--- config.mk ---
export PLATFORM = sky130hd
export DESIGN_NAME = viterbi_puncture
export DESIGN_NICKNAME = d
export VERILOG_FILES = /design/src/rtl/viterbi_puncture.sv
export SDC_FILE = /design/constraint.sdc
export NUM_CORES = 1
export LEC_CHECK = 0
export CAP_MARGIN = 10
export CORE_UTILIZATION = 40
export DETAILED_ROUTE_END_ITERATION = 8
export PLACE_DENSITY = 0.67
export SLEW_MARGIN = 20
export SYNTH_ARGS = -nofsm -noshare
export SYNTH_HDL_FRONTEND = slang
export SYNTH_SLANG_ARGS = --single-unit
--- constraint.sdc ---
create_clock -name i_clk -period 2.55 [get_ports i_clk]
set_clock_uncertainty 0.05 [all_clocks]
set_input_delay 0.3825 -clock i_clk [delete_from_list [all_inputs] [get_ports i_clk]]
set_output_delay 0.3825 -clock i_clk [all_outputs]
set_load 0.03 [all_outputs]
--- src/rtl/viterbi_puncture.sv ---
// Transmit-side puncturer: drops encoder bits per keep-patterns and repacks survivors
// into 2-bit words with valid/ready handshakes on both sides.
module viterbi_puncture #(
  parameter int unsigned                 p_speed_size = 1,
  parameter logic [p_speed_size-1:0]     p_speed_pol0 = p_speed_size'(1'b1),
  parameter logic [p_speed_size-1:0]     p_speed_pol1 = p_speed_size'(1'b1)
) (
  input  logic       i_clk,
  input  logic       i_reset_n,
  input  logic [1:0] i_data,
  input  logic       i_valid,
  input  logic       i_last,
  output logic       o_ready,
  input  logic [7:0] i_speed,
  output logic [1:0] o_data,
  output logic [1:0] o_mask,
  output logic       o_valid,
  output logic       o_last,
  input  logic       i_ready
);

  localparam int unsigned IDX_W = 8;
  localparam int unsigned BUF_W = 3;
  localparam logic [IDX_W-1:0] SIZE8 = IDX_W'(p_speed_size);

  // Patterns widened to the full index range so any r_idx is a legal select.
  localparam logic [255:0] PAT0 = 256'(p_speed_pol0);
  localparam logic [255:0] PAT1 = 256'(p_speed_pol1);

  logic [IDX_W-1:0] r_idx, idx_nxt;
  logic [BUF_W-1:0] r_buf, buf_nxt;
  logic [1:0]       r_cnt, cnt_nxt;
  logic             r_flush, flush_nxt;

  logic [IDX_W-1:0] period;
  logic             k0, k1;
  logic [1:0]       comp;
  logic [1:0]       nk;
  logic [1:0]       pop;
  logic [1:0]       base;
  logic             in_fire, out_fire;

  // State registers.
  always_ff @(posedge i_clk or negedge i_reset_n) begin
    if (!i_reset_n) begin
      r_idx   <= '0;
      r_buf   <= '0;
      r_cnt   <= '0;
      r_flush <= 1'b0;
    end else begin
      r_idx   <= idx_nxt;
      r_buf   <= buf_nxt;
      r_cnt   <= cnt_nxt;
      r_flush <= flush_nxt;
    end
  end

  // Effective period: 0 behaves as 1, oversize clamps to the pattern length.
  always_comb begin
    period = i_speed;
    if (i_speed == '0) begin
      period = IDX_W'(1);
    end else if (i_speed > SIZE8) begin
      period = SIZE8;
    end
  end

  // Compact kept bits, G0 first.
  always_comb begin
    k0   = PAT0[r_idx];
    k1   = PAT1[r_idx];
    comp = '0;
    if (k0) begin
      comp = {k1 & i_data[1], i_data[0]};
    end else begin
      comp = {1'b0, k1 & i_data[1]};
    end
    nk = 2'({1'b0, k0}) + 2'({1'b0, k1});
  end

  assign in_fire  = i_valid && o_ready;
  assign out_fire = o_valid && i_ready;

  // Next-state: pop before push, pattern index advance, flush tracking.
  always_comb begin
    pop       = '0;
    idx_nxt   = r_idx;
    flush_nxt = r_flush;
    if (out_fire) begin
      pop = (r_cnt >= 2'd2) ? 2'd2 : r_cnt;
    end
    base    = r_cnt - pop;
    buf_nxt = (r_buf >> pop) | (in_fire ? (BUF_W'(comp) << base) : BUF_W'(0));
    cnt_nxt = base + (in_fire ? nk : 2'd0);
    if (in_fire) begin
      if (i_last || (r_idx >= IDX_W'(period - IDX_W'(1)))) begin
        idx_nxt = '0;
      end else begin
        idx_nxt = IDX_W'(r_idx + IDX_W'(1));
      end
    end
    if (in_fire && i_last) begin
      flush_nxt = 1'b1;
    end else if (out_fire && o_last) begin
      flush_nxt = 1'b0;
    end
  end

  // Output decode from buffer occupancy and flush flag.
  always_comb begin
    o_mask = 2'b00;
    if (r_cnt >= 2'd2) begin
      o_mask = 2'b11;
    end else if (r_cnt == 2'd1) begin
      o_mask = 2'b01;
    end
    o_data  = r_buf[1:0] & o_mask;
    o_valid = (r_cnt >= 2'd2) || r_flush;
    o_last  = r_flush && (r_cnt <= 2'd2);
    o_ready = i_reset_n && !r_flush && ((r_cnt <= 2'd1) || i_ready);
  end

endmodule

Yosys cells after proc, flatten, opt, wreduce, memory -nomap -nowiden
Memories as Yosys holds them, arrays and structs flattened.
Cells that the tools add are included.
Widths: inputs -> output; s select.
- flip-flop bits (word level): 14
- bits in read-only memories: 256
- input bits: 15
- output and inout port bits: 7
- memories kept: 1
- memories (memory ; depth ; width ; rd ports ; clocked after memory_dff ; write ports ; line ; text):
    (no name shown) ; 256 ; 1 ; 1 ; 0 ; 0 ; 71 ; k1 = PAT1[r_idx];
- add/sub/neg operators: 5
- $lt $le $gt $ge: 6
- equality and inequality tests: 1
- shift-type cells: 2
- multiplexer cells: 13
- bitwise logic cells: 3
- reductions and logical operators: 13
- operators with widths (operator ; count):
    $mux 8 ; 3
    $mux 2 ; 5
    $lt 8x9->1 const B ; 1
    $add 8x1->8 const B ; 1
    $ge 8x8->1 ; 1
    $gt 8x1->1 const B ; 1
    $logic_not 8->1 ; 1
    $sub 8x1->8 const B ; 1
    $logic_and 1x1->1 ; 7
    $mux 1 ; 4
    $logic_or 1x1->1 ; 3
    $mux 3 ; 1
    $or 3x3->3 ; 1
    $shl 2x2->3 ; 1
    $shr 3x2->3 ; 1
    $add 1x1->2 ; 1
    $add 2x2->2 ; 1
    $and 2x2->2 ; 1
    $eq 2x1->1 const B ; 1
    $ge 2x2->1 const B ; 1
    $le 2x1->1 const B ; 1
    $le 2x2->1 const B ; 1
    $reduce_bool 2->1 ; 1
    $sub 2x2->2 ; 1
    other kinds (2) ; 2

Depth between registers and ports, before layout
Gate-level depths: netlist of run 1.
- word-level depth: 8
- mapped depth: 8
- gate-level depth less buffers: 8

Worst setup path after synthesis of run 1
OpenSTA, ideal clock, no wires.
- path kind: register -> register
- from: reg r_cnt[1]
- to: reg r_buf[2]
- setup time: 0.121 ns
- arrival: 1.669 ns
- path slack: 0.710 ns
- cell stages (with the launch flop): 8
- buffers on the path: 1
- period minus slack after synthesis: 1.840 ns
- cell sequence: dfrtp_1 clkbuf_1 o21ai_0 nor3_1 ha_1 xor2_1 o22ai_1 a22o_1
- word-level cells in the longest chain between the ends: 8
- elaborated cells between the ends (all ways): 14
- classes of those cells: add/sub (1); order compare (2); shift (2); mux (3); bitwise (1); reduce/logical (5)
- ends and longest elaborated chain (what ; line ; text):
    start: declaration ; 32 ; logic [1:0] r_cnt, cnt_nxt;
    start signal: assignment ; 53 ; r_cnt <= cnt_nxt;
    $ge 2x2->1 ; 90, 118 ;
    $logic_or 1x1->1 ; 118 ; o_valid = (r_cnt >= 2'd2) || r_flush;
    $logic_and 1x1->1 ; 82 ; assign out_fire = o_valid && i_ready;
    $mux 2 ; 89 ; if (out_fire) begin
    $sub 2x2->2 ; 92 ; base = r_cnt - pop;
    $shl 2x2->3 ; 93 ; buf_nxt = (r_buf >> pop) | (in_fire ? (BUF_W'(comp) << base) : BUF_W'(0));
    $mux 3 ; 93 ;
    $or 3x3->3 * ; 93 ;
    named net buf_nxt[2] ; 31 ; logic [BUF_W-1:0] r_buf, buf_nxt;
    end signal: assignment ; 52 ; r_buf <= buf_nxt;
    end: declaration ; 31 ;
The timed path passes the listed nets; every way through them passes the cells marked *.
A chain may end at the register's enable or synchronous reset.

Final worst setup path of run 1
- from: reg r_cnt[1]
- to: out o_data[0]
- word-level cells in the longest chain between the ends: 4
- elaborated cells between the ends (all ways): 5
- classes of those cells: order compare (1); eq/ne (1); mux (2); bitwise (1)
- ends and longest elaborated chain (what ; line ; text):
    $eq 2x1->1 ; 114 ; end else if (r_cnt == 2'd1) begin
    $mux 1 ; 114 ;
    $mux 2 * ; 112 ; if (r_cnt >= 2'd2) begin
    $and 2x2->2 * ; 117 ; o_data = r_buf[1:0] & o_mask;
    end: declaration ; 15 ; output logic [1:0] o_data,
Mark *: on every way between the ends. The rest lies on a longest branch, timed or not.

==> results.md, run 1 <==
- Result of the run: finished clean
- Fraction of post-synthesis cell area in the top cell type by area: 32.1%
- Die extent in x: between 50 and 60 µm
- Clock latency on the worst-skew pair: 290 ps
- Reported net switching power: 588 µW
- CTS sink cnt: 14
- 1st-pass router iterations: 4
- Post-CTS sizing: 0
- Pins over their slew limit: 0
- Count of state elements after synthesis: 14
- Netlist cell types: 34
- Reg power frac: 32.4%
- Remaining antenna violation count: 0
- Most frequent cells in the layout: 18 x sky130_fd_sc_hd__nand2_1, 14 x sky130_fd_sc_hd__dfrtp_1, 12 x sky130_fd_sc_hd__inv_1, 12 x sky130_fd_sc_hd__ha_1, 12 x sky130_fd_sc_hd__clkdlybuf4s50_1
- Final hold slack: around 390 ps
- GRT Total Usage: a little under a fifth
- H-tree levels: 1
- Combinational share of power: 54.7%
- Top achievable clock speed: 436 MHz
- RD Place Congestion: 0.803
- Maximum number of pins on one net before global-route repair: 15
- Internal Dissipation: ~700 µW
- Number of endpoints with negative hold slack in the final report: 0
- Period minus WS final: ~2300 ps
- Leakage dissipation: 0.563 nW
- Arrival time worst endpoint: 1860 ps
- Max IR drop VDD: ~0.00056 V
- Number of placed cells counting well taps: 169
- Synthesized area per cell: just under 9 µm²
- Warnings, synthesis: 0
- Sequential fraction of the synthesis area: between 30% and 40%
- Number of global-route vias before repair: 890
- Chip height: 54.3 µm
- Clk Tree Root Cell: sky130_fd_sc_hd__clkbuf_4
- Initial antenna violation count: 0
- Fill cell total of the finished layout: ~230
- Number of top-level design ports: 22
- Switching share of total power: 45.8%
- Standard-cell row count: 18
- Count of buffers inserted at the top-level ports: 13
- Area enclosed by the die boundary: 0.00294 mm²
- Share of power burned in the clock network: between 10% and 20%
- Global-route wire length before repair: 3.96 mm
- Largest area contributor in the synthesized netlist: sky130_fd_sc_hd__dfrtp_1
- Placement Setup Slack: 259 ps
- Remaining global-route overflow: 0
- Post-route DRC: 0
- Final WS setup: 256 ps
- Sequential cell area: 350 µm²
- Number of standard cells in the layout, taps in and fillers out: 173
- Growth of design area from synthesis to finish: 20.5%
- Multi-input logic area: 704 µm²
- Worst hold path type: primary input to asynchronous set/reset pin
- Summed negative setup slack over all endpoints: 0 ps
- CTS buffer count: 3
- Critical Path RT: 2120 ps
- Post-synthesis cell area: 0.00109 mm²
- Number of design-rule violations left by the first detailed-router iteration: 20
- Post-CTS Hold Fix Bufs: 0
- Clock slew seen by the registers of the worst setup and hold paths: 90 ps
- Vias: between 900 and 1000
- Pwr dens: 976 mW/mm²
- Avg Vias per Cell: 5.52
- Crit Path Category: flip-flop to primary output
- Max-Cap Viols: 0
- Placeable core region: between 0.002 and 0.003 mm²
- Nature of the critical path endpoint: primary output
- CP Max Fanout: 11
- Maximum root-to-sink buffer count: 2
- Half-perimeter wire length after placement: between 1.5 and 2 mm
- Unrepaired setup endpoints after global routing: false
- Final routed wire length divided by cell count: 13.5 µm
- Cells after Synth: 122
- Setup fix buffers added after clock tree synthesis: 0
- Final Net Count: 171
- Final number of setup-violating endpoints: 0
- CTS tree: done
- Antenna diode count: 0
- Total length of routed wires: around 2.3 mm
- Crit share post-route: 90.0%
- Proportion of layout cells with a drive suffix above 1: between 10% and 20%
- Kind of start point of the critical path: flip-flop
- Most common cell after layout, fill and taps aside: sky130_fd_sc_hd__nand2_1
- Effective utilization at floorplan: ~43%
- Synth top area cells: sky130_fd_sc_hd__dfrtp_1 32%, sky130_fd_sc_hd__ha_1 14%, sky130_fd_sc_hd__nand2_1 6.2%, sky130_fd_sc_hd__inv_1 4.1%, sky130_fd_sc_hd__and2_1 3.4%
- Overall power: 1.28 mW
[cell usage after synthesis]
cell,instances
sky130_fd_sc_hd__xnor2_1,1
sky130_fd_sc_hd__o41ai_4,1
sky130_fd_sc_hd__nand3b_1,1
sky130_fd_sc_hd__conb_1,2
sky130_fd_sc_hd__a22o_1,3
sky130_fd_sc_hd__a211oi_4,1
sky130_fd_sc_hd__o311ai_2,2
sky130_fd_sc_hd__nand3_1,3
sky130_fd_sc_hd__nand2b_1,2
sky130_fd_sc_hd__dfrtp_1,14
sky130_fd_sc_hd__and3_1,2
sky130_fd_sc_hd__ha_1,12
sky130_fd_sc_hd__o21ai_0,5
sky130_fd_sc_hd__a31oi_1,3
sky130_fd_sc_hd__and2_1,6
sky130_fd_sc_hd__or2_2,3
sky130_fd_sc_hd__nand2_1,18
sky130_fd_sc_hd__nor2_1,5
sky130_fd_sc_hd__mux2i_1,2
sky130_fd_sc_hd__clkbuf_1,2
sky130_fd_sc_hd__a211oi_1,1
sky130_fd_sc_hd__nand4_1,3
sky130_fd_sc_hd__o211ai_2,1
sky130_fd_sc_hd__nor4_1,1
sky130_fd_sc_hd__nand3_4,1
sky130_fd_sc_hd__nor3_1,2
sky130_fd_sc_hd__nor2b_1,1
sky130_fd_sc_hd__nand3_2,1
sky130_fd_sc_hd__o22ai_1,6
sky130_fd_sc_hd__o221ai_1,1
sky130_fd_sc_hd__a21oi_2,1
sky130_fd_sc_hd__inv_1,12
sky130_fd_sc_hd__xor2_1,1
sky130_fd_sc_hd__a21oi_1,2
[layer usage]
metal | track usage [%] | up-vias | wire, µm
li1 | - | 478 | -
met1 | 25.5 | 437 | 1110
met2 | 30.5 | 35 | 1040
met3 | 3.89 | 5 | 155
met4 | 7.26 | 0 | 34
met5 | 0 | - | 0
[power groups by stage]
| stage | clock [mW] | combinational (mW) | sequential [mW] |
|---|---|---|---|
| 6_report | 0.166 | 0.703 | 0.416 |
| 5_1_grt | 0.181 | 0.783 | 0.427 |
| 4_1_cts | 0.169 | 0.706 | 0.410 |
| 3_5_place_dp | 0 | 0.701 | 0.415 |
| 3_3_place_gp | 0 | 0.684 | 0.408 |
| 2_1_floorplan | 0 | 0.540 | 0.369 |
[area by class of cell]
class	instances	area share [%]
well taps	30	2.85
flip-flops and latches	14	26.6
clock buffers	4	2.76
multi-input cells	98	53.5
repair buffers	15	10.8
inverters	12	3.42
[critical path, stage by stage (launching register included)]
cell and delay, ps:
sky130_fd_sc_hd__dfrtp_1 500, sky130_fd_sc_hd__or2_2 340, sky130_fd_sc_hd__and2_1 160, sky130_fd_sc_hd__clkdlybuf4s50_1 580
[flip-flops by register name (all words and copies together), names as in the netlist]
name	count
r_buf	3
r_cnt	2
r_flush	1
r_idx	8
[final timing paths]
| kind | startpoint | end | slack, ps | cells past startpoint |
|---|---|---|---|---|
| max | r_cnt[1] | o_data[0] | 260 | 3 |
| min | i_reset_n | r_cnt[1] | 390 | 2 |
| max reg2reg | r_idx[5] | r_idx[7] | 510 | 5 |
| min reg2reg | r_buf[2] | r_buf[2] | 500 | 1 |
| max in group asynchronous | i_reset_n | r_flush | 1890 | 2 |
| min in group i_clk | r_buf[2] | r_buf[2] | 500 | 1 |
[stage by stage]
| stage | util, % | cell area [µm²] |
|---|---|---|
| floorplan | - | 1110 |
| global placement | 50.7 | 1280 |
| detailed placement | 50.7 | 1280 |
| CTS | 52.2 | 1320 |
| global route | 52.2 | 1320 |
| finish | 52.2 | 1320 |
[kinds of logic (layout without fill, tap and decap cells)]
| logic type | count (synthesis) | after routing | share of synthesized area (%) |
|---|---|---|---|
| XOR/XNOR | 2 | 2 | 1.60 |
| multiplexers | 2 | 2 | 1.83 |
| AO/OA/AOI/OAI | 27 | 27 | 21.5 |
| other | 2 | 6 | 0.688 |
| buffers and inverters | 14 | 31 | 4.81 |
| adder cells (fa/ha/maj) | 12 | 12 | 13.7 |
| AND/OR/NAND/NOR | 49 | 49 | 23.7 |
| flip-flops | 14 | 14 | 32.1 |
No activity file was read; power rests on OpenSTA's default activity.
==> inputs of run 2 (changes only) <==
- CORE_UTILIZATION: 40 -> 50
- PLACE_DENSITY: 0.67 -> 0.8
==> run 2 against run 1 <==
Net effect:
- via count decreased by 2.3%
- combinational power increased by 0.7%
- first-iteration DRC count is 30% higher
- routed wire length down 0.56%
- highest routed layer unchanged
==> results.md, run 2 (synthesis gave the netlist of run 1 again) <==
- Result of the run: finished clean
- Proportion of layout cells with a drive suffix above 1: 12.0% (-0.62 points)
- CP Max Fanout: 11 (unchanged)
- Post-CTS sizing: 0 (unchanged)
- Final routed wire length divided by cell count: 13.8 µm (+1.8%)
- Effective utilization at floorplan: 54.6% (+11 points)
- Chip height: 48.7 µm (-10%)
- Summed negative setup slack over all endpoints: 0 ps (unchanged)
- Pins over their slew limit: 0 (unchanged)
- Standard-cell row count: 16 (-2)
- Initial antenna violation count: 0 (unchanged)
- Registers with the most flip-flops: r_idx (8), r_buf (3), r_cnt (2)
- Most frequent cells in the layout: 18 x sky130_fd_sc_hd__nand2_1, 14 x sky130_fd_sc_hd__dfrtp_1, 12 x sky130_fd_sc_hd__inv_1, 12 x sky130_fd_sc_hd__ha_1, 12 x sky130_fd_sc_hd__clkdlybuf4s50_1
- Flip-flop count of the largest register, all copies and words added: 8 (unchanged)
- Crit Path Category: flip-flop to primary output
- Post-CTS Hold Fix Bufs: 0 (unchanged)
- Kind of start point of the critical path: flip-flop
- Pwr dens: 984 mW/mm² (+0.87%)
- Critical Path RT: 2120 ps (about the same)
- CTS buffer count: 3 (unchanged)
- Remaining global-route overflow: 0 (unchanged)
- Placeable core region: 0.00200 mm² (-21%)
- Fill cell total of the finished layout: 163 (-30%)
- Number of endpoints with negative hold slack in the final report: 0 (unchanged)
- Relative slew slack: 60.4%
- Die extent in x: 48.7 µm (-10%)
- Number of top-level design ports: 22 (unchanged)
- Vias: 933 (-2.3%)
- Most common cell after layout, fill and taps aside: sky130_fd_sc_hd__nand2_1
- Antenna diode count: 0 (unchanged)
- Register containing the most flip-flops in the final layout: r_idx
- Remaining antenna violation count: 0 (unchanged)
- Worst r2r path cells: 5 (unchanged)
- Maximum root-to-sink buffer count: 2 (unchanged)
- Avg Vias per Cell: 5.52 (about the same)
- Clock slew seen by the registers of the worst setup and hold paths: 90 ps (about the same)
- Multi-input logic area: 704 µm² (unchanged)
- 1st-pass router iterations: 4 (unchanged)
- Worst-margin pin slew: 592 ps
- Number of design-rule violations left by the first detailed-router iteration: 26 (+30%)
- Final Net Count: 170 (-0.58%)
- Max IR drop VDD: 0.000484 V (-14%)
- Period minus WS final: 2300 ps (+4.23 ps)
- Final number of setup-violating endpoints: 0 (unchanged)
- Overall power: 1.28 mW (about the same)
- Setup fix buffers added after clock tree synthesis: 0 (unchanged)
- Max-Cap Viols: 0 (unchanged)
- CTS tree: done
- Maximum number of pins on one net before global-route repair: 15 (unchanged)
- CTS sink cnt: 14 (unchanged)
- Arrival time worst endpoint: 1870 ps (about the same)
- Number of global-route vias before repair: 939 (+5.5%)
- Leakage dissipation: 0.559 nW (-0.75%)
- Crit share post-route: 90.1% (+0.17 points)
- Growth of design area from synthesis to finish: 19.5%
- Total length of routed wires: 2.32 mm (-0.56%)
- Worst hold path type: primary input to asynchronous set/reset pin
- RD Place Congestion: 0.849 (+5.8%)
- Global-route wire length before repair: 4.02 mm (+1.6%)
- GRT Total Usage: 22.2% (+3.1 points)
- Half-perimeter wire length after placement: 1.81 mm (-2.7%)
- Post-route DRC: 0 (unchanged)
- Clock latency on the worst-skew pair: 290 ps (about the same)
- Clk Tree Root Cell: sky130_fd_sc_hd__clkbuf_4
- Nature of the critical path endpoint: primary output
- Unrepaired setup endpoints after global routing: false
- Area enclosed by the die boundary: 0.00238 mm² (-19%)
- Top achievable clock speed: 435 MHz (-0.18%)
- Sequential cell area: 350 µm² (unchanged)
- H-tree levels: 1 (unchanged)
- Count of buffers inserted at the top-level ports: 13 (unchanged)
-- run 2: changes by cell type in the layout (fill, tap and decap cells not counted), sizes merged --
cell,delta
buf,-1
-- run 2: per-stage QoR --
step	hold slack (ps)	instance area (µm²)	std cells	setup slack (ps)	util, %
after floorplan	36.9	1110	126	710	-
after global placement	458	1270	165	295	63.4
after detailed placement	461	1270	165	204	63.4
after CTS	391	1310	169	237	65.2
after global routing	396	1310	169	167	65.2
final	381	1310	169	252	65.2
-- run 2: cell type report --
type,count,share of cell area (%)
Clock buffer,4,2.78
Inverter,12,3.45
Multi-Input combinational cell,98,54.0
Sequential cell,14,26.8
Tap cell,27,2.59
Timing Repair Buffer,14,10.4
-- run 2: metal layers --
metal	wire length, µm	vias up	global-route usage [%]
li1	-	469	-
met1	1070	421	28.1
met2	1070	37	35.9
met3	135	6	4.09
met4	49	0	11.8
met5	0	-	0
-- run 2: report_power, final --
| part | leakage, nW | switching, mW | internal [mW] |
|---|---|---|---|
| sequential | 0.179 | 0.109 | 0.299 |
| clock | 0.0210 | 0.0809 | 0.0871 |
| combinational | 0.358 | 0.401 | 0.307 |
-- run 2: path summary, 6_finish.rpt --
path | start | endpoint | slack, ps
min in group i_clk | r_buf[2] | r_buf[2] | 490
worst max-delay path | r_cnt[1] | o_data[0] | 250
max in group asynchronous | i_reset_n | r_buf[1] | 1900
worst max register to register | r_idx[5] | r_idx[7] | 390
worst min-delay path | i_reset_n | r_idx[6] | 380
worst min register to register | r_buf[2] | r_buf[2] | 490
-- run 2: worst max-delay path, cell delays in order (launching register included) --
cell                              delay (ps)
sky130_fd_sc_hd__dfrtp_1                 490
sky130_fd_sc_hd__or2_2                   330
sky130_fd_sc_hd__and2_1                  160
sky130_fd_sc_hd__clkdlybuf4s50_1         590
